<file path="src/rtl/wb_writeback_if.sv">
// Write-back unit bus bundle.
// Groups three channels:
//   wb_*  : config request, ack and done pulses from the main controller
//   res_* : valid/ready result word stream from the systolic array
//   mem_* : write port to the output SRAM, with a stall input
// Modports:
//   slave  : the write-back unit
//   master : the environment that drives config, results and SRAM stall
interface wb_writeback_if #(
  parameter int ADDR_W = 16,
  parameter int DIM_W  = 8,
  parameter int DATA_W = 32
);
  logic              wb_config_valid;
  logic [2:0]        wb_op;
  logic [ADDR_W-1:0] wb_src_addr;
  logic [DIM_W-1:0]  wb_row;
  logic [DIM_W-1:0]  wb_col;
  logic              wb_ack;
  logic              wb_done;
  logic              res_valid;
  logic [DATA_W-1:0] res_data;
  logic              res_ready;
  logic              mem_wr_en;
  logic [ADDR_W-1:0] mem_addr;
  logic [DATA_W-1:0] mem_wdata;
  logic              mem_wait;

  modport slave (
    input  wb_config_valid, wb_op, wb_src_addr, wb_row, wb_col,
    input  res_valid, res_data, mem_wait,
    output wb_ack, wb_done, res_ready, mem_wr_en, mem_addr, mem_wdata
  );

  modport master (
    output wb_config_valid, wb_op, wb_src_addr, wb_row, wb_col,
    output res_valid, res_data, mem_wait,
    input  wb_ack, wb_done, res_ready, mem_wr_en, mem_addr, mem_wdata
  );
endinterface

</file>
<file path="src/rtl/wb_writeback_unit.sv">
// Write-back responder.
// Accepts a write-back job (base word address, row x col tile) on the config
// channel and acknowledges it. It then streams row*col result words from the
// systolic array into consecutive SRAM word addresses, wrapping at 2^ADDR_W.
// wb_done pulses once the last write has retired.
// Ports:
//   clk : rising-edge clock
//   rst : asynchronous reset, active low
//   bus : wb_writeback_if.slave (config, result stream, SRAM write port)
//
// state | meaning
// ------+------------------------------------------------------------
// IDLE  | waiting for wb_config_valid; job fields captured on request
// ACK   | wb_ack high; decode op, size the tile
// XFER  | accepting result words, one SRAM write register in flight
// DRAIN | all words accepted; waiting for the final write to retire
// DONE  | wb_done high for one cycle
module wb_writeback_unit #(
  parameter int ADDR_W = 16,
  parameter int DIM_W  = 8,
  parameter int DATA_W = 32
) (
  input logic            clk,
  input logic            rst,
  wb_writeback_if.slave  bus
);
  localparam int CNT_W = 2 * DIM_W;
  localparam logic [CNT_W-1:0]  CNT_ONE = CNT_W'(1);
  localparam logic [ADDR_W-1:0] IDX_ONE = ADDR_W'(1);

  typedef enum logic [2:0] {
    S_IDLE,
    S_ACK,
    S_XFER,
    S_DRAIN,
    S_DONE
  } state_t;

  state_t            state;
  logic [2:0]        op_q;
  logic [ADDR_W-1:0] base_q;
  logic [ADDR_W-1:0] idx_q;
  logic [DIM_W-1:0]  row_q;
  logic [DIM_W-1:0]  col_q;
  logic [CNT_W-1:0]  total_q;
  logic [CNT_W-1:0]  acc_q;
  logic [CNT_W-1:0]  total_c;
  logic              wb_ack_q;
  logic              wb_done_q;
  logic              mem_wr_en_q;
  logic [ADDR_W-1:0] mem_addr_q;
  logic [DATA_W-1:0] mem_wdata_q;
  logic              res_ready_c;
  logic              accept;
  logic              retire;

  // Full-width product so a 255x255 tile is not truncated.
  assign total_c = {{DIM_W{1'b0}}, row_q} * {{DIM_W{1'b0}}, col_q};

  // res_ready must see mem_wait in the same cycle to keep 1 word/cycle
  // throughput, so it is the one combinational output.
  assign res_ready_c = (state == S_XFER) && (!mem_wr_en_q || !bus.mem_wait) &&
                       (acc_q < total_q);
  assign accept      = bus.res_valid && res_ready_c;
  assign retire      = mem_wr_en_q && !bus.mem_wait;

  assign bus.wb_ack    = wb_ack_q;
  assign bus.wb_done   = wb_done_q;
  assign bus.res_ready = res_ready_c;
  assign bus.mem_wr_en = mem_wr_en_q;
  assign bus.mem_addr  = mem_addr_q;
  assign bus.mem_wdata = mem_wdata_q;

  always_ff @(posedge clk or negedge rst) begin
    if (!rst) begin
      state       <= S_IDLE;
      op_q        <= '0;
      base_q      <= '0;
      idx_q       <= '0;
      row_q       <= '0;
      col_q       <= '0;
      total_q     <= '0;
      acc_q       <= '0;
      wb_ack_q    <= 1'b0;
      wb_done_q   <= 1'b0;
      mem_wr_en_q <= 1'b0;
      mem_addr_q  <= '0;
      mem_wdata_q <= '0;
    end else begin
      wb_ack_q  <= 1'b0;
      wb_done_q <= 1'b0;
      case (state)
        S_IDLE: begin
          if (bus.wb_config_valid) begin
            op_q     <= bus.wb_op;
            base_q   <= bus.wb_src_addr;
            row_q    <= bus.wb_row;
            col_q    <= bus.wb_col;
            wb_ack_q <= 1'b1;
            state    <= S_ACK;
          end
        end
        S_ACK: begin
          if (op_q != 3'b000) begin
            state <= S_IDLE;
          end else if (total_c == '0) begin
            wb_done_q <= 1'b1;
            state     <= S_DONE;
          end else begin
            total_q <= total_c;
            acc_q   <= '0;
            idx_q   <= '0;
            state   <= S_XFER;
          end
        end
        S_XFER: begin
          // A new word replaces the retiring one in the same cycle; only
          // when nothing is loaded does the write request fall.
          if (accept) begin
            mem_wr_en_q <= 1'b1;
            mem_addr_q  <= base_q + idx_q;
            mem_wdata_q <= bus.res_data;
            idx_q       <= idx_q + IDX_ONE;
            acc_q       <= acc_q + CNT_ONE;
            if (acc_q == total_q - CNT_ONE) begin
              state <= S_DRAIN;
            end
          end else if (retire) begin
            mem_wr_en_q <= 1'b0;
          end
        end
        S_DRAIN: begin
          if (!mem_wr_en_q || retire) begin
            mem_wr_en_q <= 1'b0;
            wb_done_q   <= 1'b1;
            state       <= S_DONE;
          end
        end
        S_DONE: begin
          state <= S_IDLE;
        end
        default: begin
          state <= S_IDLE;
        end
      endcase
    end
  end
endmodule

</file>
<file path="src/flat_wrapper.sv">
// flat-port wrapper written by rule: the top's interface ports become plain ports
module wb_writeback_unit_flat 
#(
  parameter int ADDR_W = 16,
  parameter int DIM_W  = 8,
  parameter int DATA_W = 32
)
  (clk, rst, bus_wb_config_valid, bus_wb_op, bus_wb_src_addr, bus_wb_row, bus_wb_col, bus_res_valid, bus_res_data, bus_mem_wait, bus_wb_ack, bus_wb_done, bus_res_ready, bus_mem_wr_en, bus_mem_addr, bus_mem_wdata);
  wb_writeback_if #(.ADDR_W(ADDR_W), .DIM_W(DIM_W), .DATA_W(DATA_W)) bus_i ();
  input logic clk;
  input logic rst;
  input wire logic [$bits(bus_i.wb_config_valid)-1:0] bus_wb_config_valid;
  input wire logic [$bits(bus_i.wb_op)-1:0] bus_wb_op;
  input wire logic [$bits(bus_i.wb_src_addr)-1:0] bus_wb_src_addr;
  input wire logic [$bits(bus_i.wb_row)-1:0] bus_wb_row;
  input wire logic [$bits(bus_i.wb_col)-1:0] bus_wb_col;
  input wire logic [$bits(bus_i.res_valid)-1:0] bus_res_valid;
  input wire logic [$bits(bus_i.res_data)-1:0] bus_res_data;
  input wire logic [$bits(bus_i.mem_wait)-1:0] bus_mem_wait;
  output wire logic [$bits(bus_i.wb_ack)-1:0] bus_wb_ack;
  output wire logic [$bits(bus_i.wb_done)-1:0] bus_wb_done;
  output wire logic [$bits(bus_i.res_ready)-1:0] bus_res_ready;
  output wire logic [$bits(bus_i.mem_wr_en)-1:0] bus_mem_wr_en;
  output wire logic [$bits(bus_i.mem_addr)-1:0] bus_mem_addr;
  output wire logic [$bits(bus_i.mem_wdata)-1:0] bus_mem_wdata;
  assign bus_i.wb_config_valid = bus_wb_config_valid;
  assign bus_i.wb_op = bus_wb_op;
  assign bus_i.wb_src_addr = bus_wb_src_addr;
  assign bus_i.wb_row = bus_wb_row;
  assign bus_i.wb_col = bus_wb_col;
  assign bus_i.res_valid = bus_res_valid;
  assign bus_i.res_data = bus_res_data;
  assign bus_i.mem_wait = bus_mem_wait;
  assign bus_wb_ack = bus_i.wb_ack;
  assign bus_wb_done = bus_i.wb_done;
  assign bus_res_ready = bus_i.res_ready;
  assign bus_mem_wr_en = bus_i.mem_wr_en;
  assign bus_mem_addr = bus_i.mem_addr;
  assign bus_mem_wdata = bus_i.mem_wdata;
  wb_writeback_unit #(.ADDR_W(ADDR_W), .DIM_W(DIM_W), .DATA_W(DATA_W)) u_core (.clk(clk), .rst(rst), .bus(bus_i));
endmodule
</file>
<file path="config.mk">
export PLATFORM = sky130hd
export DESIGN_NAME = wb_writeback_unit_flat
export DESIGN_NICKNAME = d
export VERILOG_FILES = /design/src/rtl/wb_writeback_if.sv /design/src/rtl/wb_writeback_unit.sv /design/src/flat_wrapper.sv
export SDC_FILE = /design/constraint.sdc
export NUM_CORES = 1
export LEC_CHECK = 0
export BUFFER_PORTS_ARGS = -buffer_cell sky130_fd_sc_hd__buf_2
export CAP_MARGIN = 20
export CORE_MARGIN = 5
export CORE_UTILIZATION = 44
export DETAILED_ROUTE_END_ITERATION = 16
export PLACE_DENSITY = 0.65
export SYNTH_ARGS = -nofsm -noshare
export SYNTH_HDL_FRONTEND = slang
export SYNTH_SLANG_ARGS = --single-unit
</file>
<file path="constraint.sdc">
create_clock -name clk -period 8.2 [get_ports clk]
set_input_delay 1.64 -clock clk [delete_from_list [all_inputs] [get_ports clk]]
set_output_delay 1.64 -clock clk [all_outputs]
set_load 0.02 [all_outputs]
</file>
=== After elaboration in Yosys (flattened, before gate mapping) ===
Cells that the tools add are included.

* $add $sub $neg: 4
* Multipliers: 1
* Divide/modulo/power cells: 0
* Magnitude comparators: 1
* Equal/unequal tests: 11
* Shift operators: 0
* Mux-type cells: 23
* Bitwise operators: 2
* Reductions and logical operators: 19

{| class="wikitable"
|+ Operators by type and width
! cell !! count
|-
| two-way mux 16 bit || 4
|-
| case mux 16 bit (2 select lines) || 2
|-
| adder 16 x 1 -> 16 bit (second input constant) || 2
|-
| two-way mux 3 bit || 6
|-
| adder 16 bit || 1
|-
| equality test 16 bit || 1
|-
| logical NOT 16 bit || 1
|-
| less-than comparator 16 bit || 1
|-
| multiplier 8 x 8 -> 16 bit || 1
|-
| subtractor 16 x 1 -> 16 bit (second input constant) || 1
|-
| case mux 3 bit (4 select lines) || 1
|-
| two-way mux 1 bit || 8
|-
| != test 2 bit (second input constant) || 4
|-
| AND reduction 4 bit || 2
|-
| equality test 3 x 2 -> 1 bit (second input constant) || 2
|-
| AND reduction 3 bit || 2
|-
| logical AND 1 bit || 4
|-
| != test 2 x 1 -> 1 bit (second input constant) || 2
|-
| case mux 1 bit (2 select lines) || 2
|-
| AND reduction 2 bit || 2
|-
| nonzero test 2 bit || 2
|-
| equality test 3 x 1 -> 1 bit (second input constant) || 1
|-
| logical NOT 3 bit || 1
|-
| != test 3 x 1 -> 1 bit (second input constant) || 1
|-
| 4 further kinds || 7
|}

* Register bits after elaboration: 137
* Bits in latches: 0
* RAM bits: 0
* Bits in read-only memories: 0
* Bits of input ports: 72
* Output and inout port bits: 52
* Memories kept: 0

=== Logic depth before layout (Yosys ltp) ===
* Depth in word-level cells: 7
* Depth in mapped cells: 21

=== Worst setup path after synthesis ===
No wires, ideal clock.

* Kind: register -> register
* Start: register u_core.row_q[2]
* End: register u_core.total_q[10]
* Library setup time: 0.125 ns
* Arrival time: 5.003 ns
* Required time: 8.075 ns
* Setup slack: 3.072 ns
* Cell stages (with the launch flop): 18
* Buffers on the path: 1
* Clock period less this slack: 5.128 ns
* Cell sequence: dfrtp_1 and2_1 fa_1 fa_1 fa_1 inv_1 fa_1 inv_1 ha_1 a21o_1 a221oi_2 mux2i_1 nor4b_2 nand4_1 nor4_2 a21oi_2 buf_6 mux2_4

* Longest elaborated chain between the ends: 4

{| class="wikitable"
|+ Ends and longest elaborated chain
! element !! line !! source
|-
| start, declared || wb_writeback_unit.sv:43 || <nowiki>logic [DIM_W-1:0] row_q;</nowiki>
|-
| start signal, assigned || wb_writeback_unit.sv:97 || <nowiki>row_q <= bus.wb_row;</nowiki>
|-
| multiplier 8 x 8 -> 16 bit * || wb_writeback_unit.sv:58 || <nowiki>assign total_c = {{DIM_W{1'b0}}, row_q} * {{DIM_W{1'b0}}, col_q};</nowiki>
|-
| logical NOT 16 bit || wb_writeback_unit.sv:106 || <nowiki>end else if (total_c == '0) begin</nowiki>
|-
| inverter 1 bit (no line) || -- ||
|-
| AND reduction 3 bit (no line) || -- ||
|-
| end signal, assigned || wb_writeback_unit.sv:110 || <nowiki>total_q <= total_c;</nowiki>
|-
| end, declared || wb_writeback_unit.sv:45 || <nowiki>logic [CNT_W-1:0] total_q;</nowiki>
|}

Every way passes the cells marked *; elsewhere a longest branch is shown, timed or not.
A chain may end at the register's enable or synchronous reset.

=== Final worst setup path ===
* Start: register u_core.row_q[2]
* End: register u_core.total_q[1]

* Longest elaborated chain between the ends: 4

{| class="wikitable"
|+ Ends and longest elaborated chain
! element !! line
|-
| multiplier 8 x 8 -> 16 bit || wb_writeback_unit.sv:58
|-
| logical NOT 16 bit || wb_writeback_unit.sv:106
|-
| inverter 1 bit (no line) || --
|-
| AND reduction 3 bit (no line) || --
|}

No other way between the ends.

==> impl_metrics.csv <==
group,metric,value,unit
logic_synthesis,syn_area,9379,µm²
route,detail-route-antenna-nets,0,
clock_tree,cts_max_path_buffers,2,
global_routing,grt_overflow_total,0,
route,vias_per_cell,5.165,
clock_tree,clock_latency,420,ps
sta,min_period,6024,ps
worst_hold_path,hp-start,"u_core.bus.mem_wdata[27]$_DFFE_PN0P_",
logic_synthesis,synthFlopType,"dfrtp_1",
cells_and_area,antenna_cells,0,
clock_tree,cts_tree,"done",
sta,slew_violations,0,
route,drt_iter0_markers,351,
sta,worst_pin_slew,772.5,ps
clock_tree,clk_pin_slew_worst_paths,60,ps
logic_synthesis,syn_nets,1162,
global_routing,grt_pass1_wl,35.62,mm
placement,hpwlAfterDp,16.03,mm
placement,io_buffers,123,
global_routing,grt_antenna_before_repair,0,
setup_path,crit_type,"reg2reg",
route,drc,0,
setup_path,cp.arrival,6320,ps
clock_tree,cts_root_buffer,"clkbuf_16",
clock_tree,cts_max_level,4,
global_routing,grt_usage,17.96,%
logic_synthesis,synth_area_per_cell,9.541,µm²
cells_and_area,multi_input_area,5525,µm²
floorplan,start_util,44.62,%
setup_path,r2r-start,"u_core.row_q[2]$_DFFE_PN0P_",
logic_synthesis,yosysUniqueCellTypes,63,
sta,setup_viol,0,
setup_path,cp.required,8500,ps
clock_tree,cts_made_buffers,17,
floorplan,io_pins,124,
outcome,status,"completed",
logic_synthesis,synth-edff-count,0,
logic_synthesis,ys_seq_area_share,36.55,%
clock_tree,post_cts_resized,0,
placement,gp_congestion,0.8782,
logic_synthesis,synth.area.top_cells,"dfrtp_1, ha_1, fa_1, nand2_1, mux2_2",
sta,tns,0,ps
cells_and_area,drive_gt1_share,19.84,%
floorplan,rows,53,
setup_path,start_kind,"register",
setup_path,critPathMaxFanout,32,
sta,grt_setup_unrepaired,"no",
setup_path,rr_worst_depth,17,
worst_hold_path,min_path_cells,2,
clock_tree,holdBufCountCts,0,
route,routed_wl,21.29,mm
sta,hold_viol_final,0,
clock_tree,post_cts_buffers,0,
cells_and_area,area_growth,15.73,%
sta,period_share,73.47,%
logic_synthesis,synth.most_common_cell,"nand2_1",
sta,skew,10.79,ps
floorplan,die_area,24340,µm²
setup_path,r2r-end,"u_core.total_q[1]$_DFFE_PN0P_",
run,cap_violations,0,
sta,max_freq,0.1660,GHz
route,wl_per_cell,15.38,µm
clock_tree,cts.sinks,137,
sta,relSlewSlack,48.50,%
worst_hold_path,hold_path_end,"u_core.bus.mem_wdata[27]$_DFFE_PN0P_",
setup_path,r2r_slack,2180,ps
setup_path,startpoint,"u_core.row_q[2]$_DFFE_PN0P_",
logic_synthesis,netlist_top_cells_count,"nand2_1, dfrtp_1, inv_1, ha_1, and2_1",
floorplan,placeableCoreArea,21020,µm²
route,drtPass1Iterations,4,
global_routing,grt_max_degree,77,
worst_hold_path,min_path_type,"reg2reg",
logic_synthesis,yosysTopAreaCellShare,36.55,%
logic_synthesis,async_reset_ff_share,100.0,%
logic_synthesis,ys_warn_count,0,
setup_path,worstSetupEndpointType,"register",
logic_synthesis,synth_top_cell_by_area,"dfrtp_1",
logic_synthesis,synth-seq-cells,137,
floorplan,die_h,156,µm
logic_synthesis,synth_cells,983,
route,via_count,7149,
cells_and_area,seq_area,3428,µm²
floorplan,die_width,156,µm
cells_and_area,final_nets,1275,
cells_and_area,fillers,1928,
global_routing,grt_pass1_vias,7233,
## stage by stage
stage          hold WS (ps)  worst slack, ps  area [µm²]  utilization, %  instances
6_report              468.2             2176       10850           51.63       1384
2_1_floorplan         435.5             3072        9379               -        983
3_5_place_dp          456.7             2188       10250           48.74       1352
3_3_place_gp          452.6             2264       10250           48.74       1352
4_1_cts               472.8             2151       10850           51.63       1384
5_1_grt               488.8             1839       10850           51.63       1384
## placed cells by master (no fill, tap or decap), types with 37 or more instances in the layout
master     n
and2_1    53
buf_2    122
dfrtp_1  137
fa_1      37
ha_1      70
inv_1     77
mux2_2    37
nand2_1  160
nor2_1    50
o21ai_0   41
xnor2_1   37
## sequential cells by signal, summed over array words and instances, names as in the netlist
name / flops
u_core.bus.mem_wdata: 32
u_core.acc_q: 16
u_core.base_q: 16
u_core.bus.mem_addr: 16
u_core.idx_q: 16
u_core.total_q: 16
u_core.col_q: 8
u_core.row_q: 8
u_core.op_q: 3
u_core.state: 3
u_core.bus.mem_wr_en: 1
u_core.bus.wb_ack: 1
u_core.bus.wb_done: 1
## area by class of cell
type,count,area share (%)
clock buffer,17,3.919
clock inverter,15,1.683
inverter,77,2.663
multi-input combinational,735,50.90
sequential,137,31.58
tap,275,3.170
timing repair buffer,128,6.075
## how the worst max path moves through the flow
stage / end / slack [ps]
after global placement: u_core.total_q[3]$_DFFE_PN0P_ / 2260
after detailed placement: u_core.total_q[2]$_DFFE_PN0P_ / 2190
after CTS: u_core.total_q[1]$_DFFE_PN0P_ / 2150
after global routing: u_core.total_q[3]$_DFFE_PN0P_ / 1840
final: u_core.total_q[1]$_DFFE_PN0P_ / 2180
after floorplan: u_core.total_q[10]$_DFFE_PN0P_ / 3070
## per-layer routing
metal  routed length, µm  vias up  global-route usage, %
li1                    -     3567                      -
met1                9391     3452                  22.69
met2               10880      105                  31.21
met3                 683       25                  3.745
met4                 336        0                  5.044
met5                   0        -                      0
## critical path, cell delays in order (launching register included)
cell	delay, ps
dfrtp_1	470
and2_1	220
fa_1	500
fa_1	520
fa_1	540
inv_1	50
fa_1	520
inv_1	40
ha_1	360
a21o_1	210
a221o_1	340
a2111oi_0	480
nor4b_2	110
nand4_1	110
nor4_2	80
a21oi_4	520
buf_4	470
mux2_4	340
## kinds of logic after synthesis
family | after synthesis | share of synthesized area (%)
fa+ha+maj | 107 | 17.24
mux | 51 | 6.470
flops | 137 | 36.55
compound gates | 126 | 8.738
xor+xnor | 69 | 6.443
simple gates | 382 | 19.84
buf+inv | 111 | 4.722
Power is left out: the tool's default activity adds up to more than one toggle a clock period on the data nets, which glitch-free logic cannot reach.
